**config.mk**
```make
export PLATFORM = sky130hd
export DESIGN_NAME = dcfifo_s_rd_unpacker
export DESIGN_NICKNAME = d
export VERILOG_FILES = /design/src/rtl/dcfifo_s_pkg.sv /design/src/rtl/dcfifo_s_rd_unpacker.sv
export SDC_FILE = /design/constraint.sdc
export NUM_CORES = 1
export LEC_CHECK = 0
export CAP_MARGIN = 5
export CORE_MARGIN = 5
export CORE_UTILIZATION = 40
export DETAILED_ROUTE_END_ITERATION = 16
export PLACE_DENSITY = 0.74
export SLEW_MARGIN = 15
export SYNTH_ARGS = -nofsm -noshare
export SYNTH_HDL_FRONTEND = slang
export SYNTH_SLANG_ARGS = --single-unit
```
**constraint.sdc**
```tcl
create_clock -name rdclk -period 6.4 [get_ports rdclk]
set_clock_uncertainty 0.1 [all_clocks]
set_input_delay 1.28 -clock rdclk [delete_from_list [all_inputs] [get_ports rdclk]]
set_output_delay 1.28 -clock rdclk [all_outputs]
set_load 0.05 [all_outputs]
```
**src/rtl/dcfifo_s_pkg.sv**
```systemverilog
// Shared definitions for the dual-clock FIFO side logic.
//   RATIO_MAX : largest supported word-to-beat split factor.
//   ratio_f   : number of output beats that one FIFO word is split into.
//   idx_w_f   : width of a beat index for a given ratio (at least 1 bit).
package dcfifo_s_pkg;

    localparam int RATIO_MAX = 8;

    function automatic int ratio_f(input int width, input int out_width);
        return width / out_width;
    endfunction

    function automatic int idx_w_f(input int ratio);
        return (ratio <= 2) ? 1 : $clog2(ratio);
    endfunction

endpackage

```
**src/rtl/dcfifo_s_rd_unpacker.sv**
```systemverilog
// Read-side unpacker for a show-ahead dual-clock FIFO (rdclk domain).
// Pops one WIDTH-bit word from the FIFO head and replays it as RATIO
// OUT_WIDTH-bit beats on a valid/ready stream, flagging the final beat.
//
// Ports:
//   rdclk        - read-domain clock
//   aclr         - asynchronous active-high reset
//   fifo_q       - show-ahead FIFO head word (valid while fifo_rdempty=0)
//   fifo_rdempty - FIFO empty flag
//   fifo_rdreq   - pop request to the FIFO (combinational)
//   out_data     - current beat
//   out_valid    - beat valid
//   out_ready    - downstream accepts the beat
//   out_last     - current beat is the last slice of its word
//   out_idx      - slice index of the current beat
module dcfifo_s_rd_unpacker
    import dcfifo_s_pkg::*;
#(
    parameter int WIDTH     = 64,
    parameter int OUT_WIDTH = 16,
    parameter bit LSB_FIRST = 1'b1,
    localparam int RATIO    = ratio_f(WIDTH, OUT_WIDTH),
    localparam int IDX_W    = idx_w_f(RATIO)
) (
    input  logic                 rdclk,
    input  logic                 aclr,
    input  logic [WIDTH-1:0]     fifo_q,
    input  logic                 fifo_rdempty,
    output logic                 fifo_rdreq,
    output logic [OUT_WIDTH-1:0] out_data,
    output logic                 out_valid,
    input  logic                 out_ready,
    output logic                 out_last,
    output logic [IDX_W-1:0]     out_idx
);

    generate
        if (RATIO < 2 || RATIO > RATIO_MAX || WIDTH != OUT_WIDTH * RATIO) begin : g_bad_ratio
            $error("dcfifo_s_rd_unpacker: WIDTH must be OUT_WIDTH*RATIO with RATIO in 2..%0d",
                   RATIO_MAX);
        end
    endgenerate

    logic [WIDTH-1:0] word_r;
    logic             valid_r;
    logic [IDX_W-1:0] idx_r;
    logic             last_c;
    logic             accept;
    logic             load;

    assign last_c    = valid_r && (idx_r == IDX_W'(RATIO - 1));
    assign accept    = valid_r && out_ready;
    // A new word is taken either when idle or in the same cycle the last
    // beat of the held word leaves, so consecutive words have no bubble.
    // Gated by aclr so no word is popped while the unpacker is held in reset.
    assign load      = !aclr && !fifo_rdempty && (!valid_r || (accept && last_c));

    assign fifo_rdreq = load;
    assign out_valid  = valid_r;
    assign out_idx    = idx_r;
    assign out_last   = last_c;

    // Slice select: index 0 is the low slice when LSB_FIRST, else the high slice.
    always_comb begin
        out_data = '0;
        for (int i = 0; i < RATIO; i++) begin
            if (idx_r == IDX_W'(i)) begin
                out_data = word_r[(LSB_FIRST ? i : (RATIO - 1 - i)) * OUT_WIDTH +: OUT_WIDTH];
            end
        end
    end

    // The held word is deliberately left out of reset; it is only
    // meaningful while valid_r is set.
    always_ff @(posedge rdclk or posedge aclr) begin
        if (aclr) begin
            valid_r <= 1'b0;
            idx_r   <= '0;
        end else begin
            if (load) begin
                word_r  <= fifo_q;
                valid_r <= 1'b1;
                idx_r   <= '0;
            end else if (accept) begin
                if (last_c) begin
                    valid_r <= 1'b0;
                    idx_r   <= '0;
                end else begin
                    idx_r <= idx_r + IDX_W'(1);
                end
            end
        end
    end

endmodule

```
==> flow_summary.toml, run 1 <==
[worst_setup_path]
path_cells = "inv_1 -> ha_1 -> nor2b_4 -> a22oi_1 -> a21oi_1 -> clkdlybuf4s50_1"
r2r_setup_slack_ns = 3.60
cp_slowest_stage_delay_ns = 0.83
end_kind = "output pin"
critPathArrivalTime_ns = 3.15
critPathLaunchType = "flip-flop"
cp_max_fo = 18
criticalPathCategory = "flip-flop to output pin"
worst_path_max_delay_cell = "clkdlybuf4s50_1"
critical-path-top-delay-family = "buffers and inverters"
critPathRequiredTime_ns = 5.02
path_buf_inv = 2

[layout]
final_common_cell = "clkdlybuf4s50_1"
n_antenna_cell = 0
drive_gt1_frac = 0.169
syn_to_final_growth_pct = 42.0
post-route-util = 0.592
layout_common_cells = "clkdlybuf4s50_1 (88), edfxtp_1 (64), o22ai_1 (15)"
num-nets-final = 315

[clock_network]
path_clk_slew_ns = 0.07
numClockSinks = 67
clock_path_buffers = 2
holdBufCountCts = 0
clkLatencyLatePin_ns = 0.32
cts_root_buf = "clkbuf_8"
post_cts_resized = 0
numCtsBuffers = 9
htree_levels = 3
post_cts_buffers = 0
cts_tree = "done"

[logic_synthesis]
synth_top_family_by_area = "compound AO/OA/AOI/OAI gates"
synth-seq-cells = 67
syn-mean-instance-area_sq_um = 17.7
synth_simple_gate_area_share = 0.0332
synthAdderAreaFrac = 0.0187
synth-edff-count = 64
syn_inst = 151
synth_xor_area_frac = 0
synth-compound-area-share = 0.162
synth.distinct_cells = 33
synth_fp_nets = 223
synthMuxAreaShare = 0
ys_seq_area_frac = 0.746
async_reset_ff_frac = 0.0448
synth_warnings = 0
dominantRegCellSynth = "edfxtp_1"
syn_area_sq_um = 2680

[sta]
maxSlewViolCount = 0
report.final.setup_viol = 0
max_slew.worst_pin.slew_ns = 1.02
hold_viol_final = 0
max_slew_margin = 0.319
fmax_mhz = 221
grt_setup_unrepaired = "no"
finalSetupTns_ns = 0
min_period_over_period = 0.708
post-route-min-period_ns = 4.53

[floorplanning]
rows = 29
dieArea_sq_um = 8430
die_y_um = 91.8
coreArea_sq_um = 6420
ios = 89
initial_utilization = 0.417
die_w_um = 91.8

[status]
status = "finished clean"

[place]
portBuffers = 88
hpwl_um = 3960
routabilityCongestion = 0.791

[global_route]
grt_max_degree = 35
overflow = 0
antenna_found_initial = 0
grt_pass1_vias = 1786
grt_use_total = 0.142
grt_pass1_wl_um = 9050

[detailed_routing]
vias_per_cell = 5.05
drc_errors = 0
drtPass1Iterations = 4
totalWireLength_um = 5830
ant_nets = 0
drt-initial-drc-count = 60
num_vias = 1641
wl_per_cell_um = 17.9

[power]
clkPwrFrac = 0.201
power.switching_mw = 0.821
power.internal_mw = 1.08
ir_worst_vdd_mv = 0.305
p_per_area_nw_per_um2 = 501
power_leakage_nw = 1.25
p_seq_frac = 0.292
combinationalPowerShare = 0.507
sw_frac_of_total = 0.431

[min_path]
min_path_type = "flip-flop to flip-flop"

[job]
drv_cap = 0
cell type report:
class	count	area, sq um
Inverter	5	18.8
Clock inverter	6	88.8
Multi-Input combinational cell	71	584
Tap cell	77	96.3
Fill cell	515	2620
Sequential cell	67	2000
Clock buffer	10	128
Timing Repair Buffer	89	888
final timing paths:
path	startpoint	endpoint	cells after the start
setup / recovery	out_idx[1]	out_data[1]	6
hold / removal	out_idx[1]	out_idx[1]	1
setup reg to reg	out_idx[0]	word_r[54]	4
hold reg to reg	out_idx[1]	out_idx[1]	1
max in group asynchronous	aclr	out_idx[1]	2
min in group asynchronous	aclr	out_valid	2
metal layers:
layer | GRT usage | part of all wire
met5 | 0 | 0
met2 | 0.258 | 0.54
met1 | 0.157 | 0.40
met3 | 0.0360 | 0.055
met4 | 0.0594 | 0.012
synth_stat cells, types with 2 or more instances:
master,number,area share
a21oi_1,6,0.011
nor2_2,2,0.0047
inv_1,4,0.0056
buf_4,2,0.0056
a21oi_2,10,0.033
o22ai_1,15,0.035
a21boi_0,2,0.0056
edfxtp_1,64,0.72
a22oi_1,5,0.014
dfrtp_1,3,0.028
nand2_1,2,0.0028
buf_6,3,0.013
a22oi_2,10,0.047
ha_1,4,0.019
cells by family (layout without fill, tap and decap cells):
family / Yosys count / count (layout)
compound gates: 54 / 54
fa+ha+maj: 4 / 4
buf+inv: 13 / 110
simple gates: 13 / 13
flops: 67 / 67
power by group through the flow:
| stage | Clock [mW] | Sequential (mW) | Combinational, mW |
|---|---|---|---|
| after CTS | 0.389 | 0.556 | 0.978 |
| after floorplan | 0 | 0.590 | 0.681 |
| after global routing | 0.410 | 0.561 | 1.01 |
| final | 0.382 | 0.556 | 0.965 |
| after global placement | 0 | 0.563 | 0.972 |
| after detailed placement | 0 | 0.566 | 0.974 |
state kept, by name, indices dropped and copies added (netlist names):
signal     cells
out_valid      1
word_r        64
out_idx        2
through the flow:
stage	std cells	cell area [sq um]	setup slack, ns	hold slack (ns)	power (mW)
floorplan	151	2680	1.24	0.787	1.27
global placement	309	3580	2.06	0.513	1.53
detailed placement	309	3580	2.04	0.526	1.54
CTS	325	3800	1.81	0.539	1.92
global route	325	3800	1.65	0.562	1.99
finish	325	3800	1.87	0.545	1.90
Power figures use the tool's default switching activity.
==> inputs of run 2 (changes only) <==
==> constraint.sdc (replaced) <==
create_clock -name rdclk -period 3.8 [get_ports rdclk]
set_clock_uncertainty 0.1 [all_clocks]
set_input_delay 0.76 -clock rdclk [delete_from_list [all_inputs] [get_ports rdclk]]
set_output_delay 0.76 -clock rdclk [all_outputs]
set_load 0.05 [all_outputs]
==> run 2 against run 1 <==
  * Hold slack worse by 0.018 ns
  * Wire length shrank 2.0%
  * Flip-flop and latch count stayed put
  * Total power grew 68%
  * Final cell count is 0.62% higher
  * Critical path type unchanged
  * Highest routed layer unchanged
==> flow_summary.toml, run 2 (synthesis gave the netlist of run 1 again) <==
[status]
status = "finished clean"

[place]
dp_slack_ns = 0.460
routabilityCongestion = 0.764
hpwl_um = 3870
place_inst = 311
portBuffers = 88
placed_area_sq_um = 3610

[worst_setup_path]
critPathLaunchType = "flip-flop"
critPathRequiredTime_ns = 2.94
end_kind = "output pin"
r2r_setup_slack_ns = 1.47
r2r-start = "out_idx[0]"
criticalPathCategory = "flip-flop to output pin"
critPathArrivalTime_ns = 2.51
reg2regPathDepth = 4
cp_max_fo = 16
r2r-end = "word_r[62]"

[floorplanning]
rows = 29
initial_utilization = 0.417
die_y_um = 91.8
die_w_um = 91.8
coreArea_sq_um = 6420
dieArea_sq_um = 8430
ios = 89

[global_route]
use_met1 = 0.155
grt_pass1_vias = 1698
grt_max_degree = 65
antenna_found_initial = 0
grt_use_total = 0.136
grt_pass1_wl_um = 8670
grt_use_met3 = 0.0426
grt.met2_usage = 0.239
overflow = 0
globalRoute.busiestLayer = "met2"

[min_path]
min_to = "out_idx[1]"
hold_depth = 1
hp-start = "out_idx[1]"
min_path_type = "flip-flop to flip-flop"

[layout]
fin_cells = 327
final_cell_area_sq_um = 3800
num-nets-final = 317
n_antenna_cell = 0
top_register = "word_r"
layout_common_cells = "clkdlybuf4s50_1 (73), edfxtp_1 (64), o22ai_1 (15)"
post-route-util = 0.592
fillers = 498
largest_reg_flops = 64
drive_gt1_frac = 0.232
final_common_cell = "clkdlybuf4s50_1"
syn_to_final_growth_pct = 42.1

[clock_network]
cts_root_buf = "clkbuf_8"
post_cts_resized = 0
cts_tree = "done"
htree_levels = 3
path_clk_slew_ns = 0.07
numClockSinks = 67
clkLatencyLatePin_ns = 0.33
post_cts_buffers = 0
clock_path_buffers = 2
numCtsBuffers = 9
holdBufCountCts = 0

[power]
ir_worst_vdd_mv = 0.720
power_leakage_nw = 1.29
p_per_area_nw_per_um2 = 843

[detailed_routing]
num_vias = 1621
drc_errors = 0
totalWireLength_um = 5710
wl_per_cell_um = 17.5
vias_per_cell = 4.96
drtPass1Iterations = 4
drt-initial-drc-count = 55
ant_nets = 0

[sta]
max_slew_margin = 0.456
max_slew.worst_pin.slew_ns = 0.816
fin_ws_ns = 0.426
report.final.setup_viol = 0
hold_viol_final = 0
maxSlewViolCount = 0
grt_setup_unrepaired = "no"
min_period_over_period = 0.888
fmax_mhz = 296
finalSetupTns_ns = 0
post-route-min-period_ns = 3.37

[job]
drv_cap = 0
-- run 2: cell types whose count changed in the layout (fill, tap and decap cells not counted), sizes merged --
cell           delta
clkinv            +3
clkdlybuf4s50    -15
bufinv            -1
clkbuf            -1
clkinvlp          -1
buf              +17
-- run 2: area by class of cell --
class,instances,area [sq um],share of cell area
tap,77,96.3,0.0253
multi-input combinational,71,584,0.154
inverter,5,18.8,0.00493
clock inverter,7,67.6,0.0178
sequential,67,2000,0.525
clock buffer,9,124,0.0326
timing repair buffer,91,916,0.241
-- run 2: worst max-delay path, stage by stage (launching register included) --
cell and delay [ns]:
dfrtp_1 0.44, ha_1 0.34, inv_2 0.31, o2bb2ai_1 0.10
a31oi_1 0.15, clkdlybuf4s50_1 0.84
-- run 2: worst max path at each step --
| stage | start | endpoint | slack [ns] | cells past startpoint |
|---|---|---|---|---|
| after floorplan | out_idx[0] | word_r[0] | 0.38 | 4 |
| after global placement | out_ready | fifo_rdreq | 0.49 | 4 |
| after detailed placement | out_ready | fifo_rdreq | 0.46 | 4 |
| after CTS | out_idx[0] | out_data[14] | 0.39 | 5 |
| after global routing | out_idx[0] | out_data[14] | 0.29 | 5 |
| final | out_idx[0] | out_data[14] | 0.43 | 5 |
-- run 2: power breakdown --
part	internal (mW)	switching (mW)
Combinational	0.610	1.09
Clock	0.301	0.271
Sequential	0.894	0.0410
Total	1.81	1.40
-- run 2: layer usage --
layer  vias up  routed length (um)
met1       774                2290
li1        793                   -
met3         4                 318
met5         -                   0
met4         0                  70
met2        50                3040
-- run 2: stage by stage --
step,power (mW),hold slack [ns]
after floorplan,2.14,0.414
after global placement,2.67,0.515
after detailed placement,2.67,0.508
after CTS,3.25,0.529
after global routing,3.35,0.559
final,3.21,0.528
==> inputs of run 3 (changes only) <==
--- a/config.mk
+++ b/config.mk
@@ -6,7 +6,6 @@
 export NUM_CORES = 1
 export LEC_CHECK = 0
 export CAP_MARGIN = 5
-export CORE_MARGIN = 5
 export CORE_UTILIZATION = 40
 export DETAILED_ROUTE_END_ITERATION = 16
 export PLACE_DENSITY = 0.74
==> run 3 against run 2 <==
  * Hold slack improved by 0.010 ns
  * Total power is 3.0% higher
  * Die area down 17%
  * First-iteration DRC count grew 44%
  * Register-to-register slack improved by 0.34 ns
  * Highest routed layer unchanged
  * Sequential share of layout area decreased by 0.66 points
  * Flip-flop and latch count unchanged
  * Global-route usage rose by 3.4 points
==> flow_summary.toml, run 3 (synthesis gave the netlist of run 1 again) <==
[clock_network]
path_clk_slew_ns = 0.07
cts_root_buf = "clkbuf_8"
htree_levels = 3
post_cts_buffers = 0
holdBufCountCts = 0
clkLatencyLatePin_ns = 0.33
cts_tree = "done"
post_cts_resized = 0
numClockSinks = 67
clock_path_buffers = 2
numCtsBuffers = 9

[detailed_routing]
totalWireLength_um = 5480
num_vias = 1630
vias_per_cell = 4.98
drtPass1Iterations = 4
drt-initial-drc-count = 79
ant_nets = 0
drc_errors = 0
wl_per_cell_um = 16.8

[power]
p_per_area_nw_per_um2 = 857
finalPower_mw = 3.30
power_leakage_nw = 1.30
ir_worst_vdd_mv = 0.564

[layout]
layout_common_cells = "clkdlybuf4s50_1 (73), edfxtp_1 (64), o22ai_1 (15)"
syn_to_final_growth_pct = 43.9
n_antenna_cell = 0
top_register = "word_r"
fin_cells = 327
fillers = 512
num-nets-final = 317
largest_reg_flops = 64
drive_gt1_frac = 0.232
final_common_cell = "clkdlybuf4s50_1"

[status]
status = "finished clean"

[worst_setup_path]
critPathLaunchType = "flip-flop"
criticalPathCategory = "flip-flop to output pin"
r2r-end = "word_r[30]"
end_kind = "output pin"
critPathRequiredTime_ns = 2.94
critPathArrivalTime_ns = 2.53
r2r_setup_slack_ns = 1.81
r2r-start = "out_idx[0]"
reg2regPathDepth = 4
cp_max_fo = 15

[sta]
max_slew_margin = 0.620
fmax_mhz = 295
grt_setup_unrepaired = "no"
min_period_over_period = 0.892
report.final.setup_viol = 0
finalSetupTns_ns = 0
max_slew.worst_pin.slew_ns = 0.569
maxSlewViolCount = 0
hold_viol_final = 0
post-route-min-period_ns = 3.39

[global_route]
antenna_found_initial = 0
grt_pass1_vias = 1760
grt_use_total = 0.170
overflow = 0
grt_max_degree = 65
grt_pass1_wl_um = 8830

[floorplanning]
rows = 29
die_y_um = 83.8
initial_utilization = 0.419
dieArea_sq_um = 7020
coreArea_sq_um = 6390
ios = 89
die_w_um = 83.8

[place]
hpwl_um = 3560
place_inst = 311
portBuffers = 88
routabilityCongestion = 0.728

[min_path]
min_path_type = "input pin to asynchronous set/reset pin"

[job]
drv_cap = 0
-- run 3: cell types whose count changed in the layout (fill, tap and decap cells not counted) --
cell / previous run / this run
clkinv_2: 1 / 0
buf_12: 4 / 6
clkinvlp_4: 1 / 2
buf_4: 14 / 12
clkinv_4: 1 / 0
bufinv_16: 1 / 2
-- run 3: critical path, stage by stage (launching register included) --
cell     delay [ns]
dfrtp_1        0.42
inv_1          0.10
ha_1           0.29
buf_4          0.25
nor2b_4        0.49
a22oi_1        0.13
a21oi_1        0.32
buf_12         0.18
-- run 3: layout make-up --
cell class              instances  area, sq um  area share
multi-input cells              71          584       0.152
repair buffers                 91          941       0.244
clock buffers                   9          124      0.0322
well taps                      77         96.3      0.0250
inverters                       5         18.8     0.00487
flip-flops and latches         67         2000       0.518
clock inverters                 7         91.3      0.0237
-- run 3: through the flow --
stage | setup WS, ns | utilization | hold WS [ns] | cell area [sq um]
after floorplan | 0.385 | - | 0.414 | 2680
after global placement | 0.454 | 0.570 | 0.528 | 3640
after detailed placement | 0.447 | 0.570 | 0.526 | 3640
after CTS | 0.361 | 0.603 | 0.526 | 3850
after global routing | 0.221 | 0.603 | 0.565 | 3850
final | 0.410 | 0.603 | 0.538 | 3850
-- run 3: worst max path at each step --
stage                     slack [ns]          end  cells after the start  startpoint
after floorplan                 0.38    word_r[0]                      4  out_idx[0]
after global placement          0.45   fifo_rdreq                      4   out_ready
after detailed placement        0.45   fifo_rdreq                      4   out_ready
after CTS                       0.36  out_data[2]                      7  out_idx[1]
after global routing            0.22  out_data[2]                      7  out_idx[1]
final                           0.41  out_data[2]                      7  out_idx[1]
-- run 3: power by group --
part | switching, mW | internal, mW
Clock | 0.267 | 0.367
Sequential | 0.0415 | 0.893
Combinational | 1.10 | 0.637
-- run 3: per-layer routing --
layer | GRT usage | share of wire | up-vias
li1 | - | - | 795
met1 | 0.209 | 0.43 | 779
met2 | 0.285 | 0.52 | 54
met3 | 0.0504 | 0.046 | 2
met4 | 0.0601 | 0.0064 | 0
met5 | 0 | 0 | -
